<file path="config.mk">
export PLATFORM = sky130hd
export DESIGN_NAME = neurone
export DESIGN_NICKNAME = d
export VERILOG_FILES = /design/src/rtl/neurone.sv
export SDC_FILE = /design/constraint.sdc
export NUM_CORES = 2
export LEC_CHECK = 0
export ABC_AREA = 1
export CAP_MARGIN = 15
export CORE_UTILIZATION = 55
export DETAILED_ROUTE_END_ITERATION = 10
export PLACE_DENSITY_LB_ADDON = 0.1
export SETUP_SLACK_MARGIN = 0.15
export SLEW_MARGIN = 0
export SYNTH_ARGS = -nofsm -noshare
export SYNTH_HDL_FRONTEND = slang
export SYNTH_SLANG_ARGS = --single-unit
export TNS_END_PERCENT = 30
</file>
<file path="constraint.sdc">
create_clock -name clk -period 17.5 [get_ports clk]
set_input_delay 3.5 -clock clk [delete_from_list [all_inputs] [get_ports clk]]
set_output_delay 3.5 -clock clk [all_outputs]
set_load 0.01 [all_outputs]
</file>
<file path="src/rtl/neurone.sv">
`default_nettype none
// +-----------------------------------------------------------------------------+
// | neurone: 9-input MAC neuron. One shared multiplier over 9 cycles, then     |
// |          an arithmetic right shift and saturation to 34 bits signed.        |
// | Revision: 1.0                                                               |
// +-----------------------------------------------------------------------------+
module neurone #(
    parameter int FRAC_BITS = 0
) (
    input  logic               clk,
    input  logic               rst_n,
    input  logic               start_,
    input  logic signed [32:0] input_0,
    input  logic signed [32:0] input_1,
    input  logic signed [32:0] input_2,
    input  logic signed [32:0] input_3,
    input  logic signed [32:0] input_4,
    input  logic signed [32:0] input_5,
    input  logic signed [32:0] input_6,
    input  logic signed [32:0] input_7,
    input  logic signed [32:0] input_8,
    input  logic signed [32:0] weight_0,
    input  logic signed [32:0] weight_1,
    input  logic signed [32:0] weight_2,
    input  logic signed [32:0] weight_3,
    input  logic signed [32:0] weight_4,
    input  logic signed [32:0] weight_5,
    input  logic signed [32:0] weight_6,
    input  logic signed [32:0] weight_7,
    input  logic signed [32:0] weight_8,
    output logic signed [33:0] out,
    output logic               end_
);

    typedef enum logic [1:0] {
        IDLE   = 2'd0,
        RUN    = 2'd1,
        FINISH = 2'd2
    } state_t;

    localparam logic signed [69:0] SAT_MAX = 70'sd8589934591;
    localparam logic signed [69:0] SAT_MIN = -70'sd8589934592;

    state_t             state_q, state_d;
    logic signed [32:0] in_q   [9];
    logic signed [32:0] in_d   [9];
    logic signed [32:0] w_q    [9];
    logic signed [32:0] w_d    [9];
    logic signed [32:0] in_vec [9];
    logic signed [32:0] w_vec  [9];
    logic        [3:0]  idx_q, idx_d;
    logic signed [69:0] acc_q, acc_d;
    logic signed [33:0] out_q, out_d;
    logic               end_q, end_d;
    logic signed [65:0] prod;
    logic signed [69:0] shifted;

    always_comb begin
        in_vec[0] = input_0;  w_vec[0] = weight_0;
        in_vec[1] = input_1;  w_vec[1] = weight_1;
        in_vec[2] = input_2;  w_vec[2] = weight_2;
        in_vec[3] = input_3;  w_vec[3] = weight_3;
        in_vec[4] = input_4;  w_vec[4] = weight_4;
        in_vec[5] = input_5;  w_vec[5] = weight_5;
        in_vec[6] = input_6;  w_vec[6] = weight_6;
        in_vec[7] = input_7;  w_vec[7] = weight_7;
        in_vec[8] = input_8;  w_vec[8] = weight_8;
    end

    always_comb begin
        prod    = in_q[idx_q] * w_q[idx_q];
        shifted = acc_q >>> FRAC_BITS;
    end

    always_comb begin
        state_d = state_q;
        in_d    = in_q;
        w_d     = w_q;
        idx_d   = idx_q;
        acc_d   = acc_q;
        out_d   = out_q;
        end_d   = 1'b0;

        case (state_q)
            IDLE: begin
                if (start_) begin
                    in_d    = in_vec;
                    w_d     = w_vec;
                    acc_d   = '0;
                    idx_d   = 4'd0;
                    state_d = RUN;
                end
            end
            RUN: begin
                acc_d = acc_q + 70'(prod);
                if (idx_q == 4'd8) begin
                    idx_d   = 4'd0;
                    state_d = FINISH;
                end else begin
                    idx_d = idx_q + 4'd1;
                end
            end
            FINISH: begin
                // Shift is arithmetic, so negative sums floor toward -inf.
                if (shifted > SAT_MAX) begin
                    out_d = 34'sh1FFFFFFFF;
                end else if (shifted < SAT_MIN) begin
                    out_d = 34'sh200000000;
                end else begin
                    out_d = shifted[33:0];
                end
                end_d   = 1'b1;
                state_d = IDLE;
            end
            default: begin
                state_d = IDLE;
            end
        endcase
    end

    always_ff @(posedge clk) begin
        if (!rst_n) begin
            state_q <= IDLE;
            idx_q   <= 4'd0;
            acc_q   <= '0;
            out_q   <= '0;
            end_q   <= 1'b0;
        end else begin
            state_q <= state_d;
            idx_q   <= idx_d;
            acc_q   <= acc_d;
            out_q   <= out_d;
            end_q   <= end_d;
        end
    end

    // Operand latches only need to be valid once a start has been accepted.
    always_ff @(posedge clk) begin
        in_q <= in_d;
        w_q  <= w_d;
    end

    assign out  = out_q;
    assign end_ = end_q;

endmodule
`default_nettype wire

</file>
==> flow_summary.yaml <==
outcome:
  status: "complete, no violations"
routing:
  post_drt_wl_per_cell_um: 23.34
  wl_met1_um: 96030
  routed.top_layer: "met5"
  vias: 55666
  drc: 0
  drt-total-wl_um: 239000
  route.met2.wl_um: 111100
  ant_nets: 0
  drt-initial-drc-count: 5420
  via_per_inst: 5.437
  wl_met3_um: 21850
  drt_pass1_iterations: 6
cells_and_area:
  fill_cells: 11197
  area_growth_pct: 13.63
  drive_above_1_share: 0.03488
  finalNetCount: 10498
  layout_common_cells: "inv_1 (2144), nand2_1 (1696), fa_1 (1286)"
  final_common_cell: "inv_1"
sta:
  setup_viol: 0
  period_share: 0.6301
  rsz0062_at_grt: "false"
  relSlewSlack: 0.2267
  finClkSkew_ns: 0.04589
  timing.setup.tns_ns: 0
  slew_viol_final: 0
  hold_violations: 0
  fin_crit_ns: 11.03
  timing.fmax_mhz: 90.69
  tightest_slew_ns: 1.159
worst_setup_path:
  crit_required_ns: 18.06
  reg2reg_to: "acc_q[58]"
  critPathLaunchType: "flip-flop"
  worst_ep_arrival_time_ns: 11.59
  crit_path_top_delay_cell: "inv_1"
  cpPeakStageDelay_ns: 0.86
  critPathKind: "flip-flop to flip-flop"
  endpoint_kind: "flip-flop"
  reg2reg_from: "idx_q[1]"
  rrSetupSlack_ns: 6.47
  timing.critical_path.mode_cell: "fa_1"
  rr_worst_depth: 34
  crit_fanout: 64
global_route:
  grt_max_degree: 130
  grt_use_total: 0.3645
  grt_pass1_vias: 58099
  antenna_found_initial: 71
  grt.overflow.total: 0
  grt_pass1_wl_um: 363800
logic_synthesis:
  synth_top_cell_area_share: 0.3512
  synth_edf_count: 594
  synth-async-reset-ratio: 0
  synth-seq-cells: 705
  ys.warnings.count: 0
  ys_types: 38
  avgSynthCellArea_um2: 9.274
  ys_top_cells_by_area: "fa_1 (35%), edfxtp_1 (24%), inv_1 (11%), nand2_1 (8.7%), ha_1 (4.1%)"
  netlist_area_mm2: 0.07336
  synthFlopType: "edfxtp_1"
  yosys.area.top_type: "fa_1"
  synth_cells: 7910
  synth_nets: 10037
  seq_area_frac_synth: 0.2734
cts:
  cts-root-buf: "clkbuf_16"
  clock-sinks: 705
  cts_tree: "built"
  htree_levels: 3
  path_clk_slew_ns: 0.07
  cts_max_path_buffers: 3
  cts_resized: 0
  cts_inserted_buffers: 78
  clkLatencyLatePin_ns: 0.70
  postCtsHoldBufs: 0
  postCtsSetupBuffers: 0
die:
  core_area_mm2: 0.1320
  die_w_um: 367.2
  ios: 632
  initial_core_util: 0.5559
  die-area_mm2: 0.1348
  num_rows: 133
  dieHeight_um: 367.2
place:
  finalWeightedCongestion: 1.029
  place_hpwl_um: 191700
  portBuffers: 631
worst_hold_path:
  holdCritStartpoint: "out[33]"
  worstHoldPathType: "flip-flop to flip-flop"
  whs_endpoint: "out[33]"
  hold_depth: 2
run:
  max_cap_viol_count: 0
synthesized netlist by cell type, types with 65 or more instances:
cell type	instances
inv_1	2147
nand2_1	1696
fa_1	1287
edfxtp_1	594
nor2_1	452
o21ai_0	337
ha_1	243
a21oi_1	173
nand3_1	136
buf_2	111
dfxtp_1	111
o221ai_1	102
clkbuf_1	98
buf_6	70
o21ai_2	65
cells by family after synthesis:
| kind of cell | count (synthesis) | synth area share |
|---|---|---|
| buffers and inverters | 2504 | 0.1405 |
| and+or+nand+nor | 2363 | 0.1259 |
| adders and majority gates | 1530 | 0.3927 |
| AOI/OAI and AO/OA | 801 | 0.06674 |
| DFF | 705 | 0.2734 |
| xor gates and xnor gates | 7 | 0.0008358 |
worst max-delay path by stage:
stage	from	to	slack (ns)	cells after the start
final	idx_q[1]	acc_q[58]	6.47	34
after global routing	idx_q[0]	acc_q[49]	5.87	30
after CTS	idx_q[1]	acc_q[58]	6.56	34
after detailed placement	idx_q[1]	acc_q[58]	6.57	34
after global placement	idx_q[1]	acc_q[58]	6.65	34
after floorplan	start_	idx_q[2]	3.65	7
per-layer routing:
layer  vias up  GRT usage
met5         -          0
met4        24     0.1494
met3       381    0.07415
met2      2479     0.5713
met1     28251     0.4977
li1      24531          -
metrics by stage:
step / utilization / worst slack [ns] / cell area, µm² / hold WS, ns / std cells
3_3_place_gp: 0.6111 / 6.648 / 80640 / 0.4797 / 10045
6_report: 0.6317 / 6.474 / 83360 / 0.4948 / 10238
4_1_cts: 0.6304 / 6.560 / 83190 / 0.4992 / 10182
5_1_grt: 0.6315 / 5.874 / 83330 / 0.5215 / 10226
2_1_floorplan: - / 3.648 / 73360 / 0.4566 / 7910
3_5_place_dp: 0.6111 / 6.570 / 80640 / 0.4879 / 10045
sequential cells by signal, summed over array words and instances (netlist names):
| signal | count |
|---|---|
| in_q | 297 |
| end_ | 1 |
| state_q | 2 |
| w_q | 297 |
| acc_q | 70 |
| out | 34 |
| idx_q | 4 |
layout make-up:
class | instances | area, µm² | area share
Antenna cell | 55 | 137.6 | 0.001651
Timing Repair Buffer | 731 | 7087 | 0.08502
Tap cell | 1755 | 2196 | 0.02634
Clock inverter | 32 | 464.2 | 0.005569
Sequential cell | 705 | 20070 | 0.2408
Inverter | 2154 | 8102 | 0.09719
Multi-Input combinational cell | 4701 | 43210 | 0.5183
Clock buffer | 105 | 2093 | 0.02511
critical path: cells and delay by family (launching register included):
family                   cells  cell delay [ns]
AO/OA/AOI/OAI                4             0.76
flip-flops                   1             0.49
buffers and inverters       10             3.22
adder cells (fa/ha/maj)      9             4.58
AND/OR/NAND/NOR             11             1.69
Power is left out: the tool's default activity adds up to more than one toggle a clock period on the data nets, which glitch-free logic cannot reach.
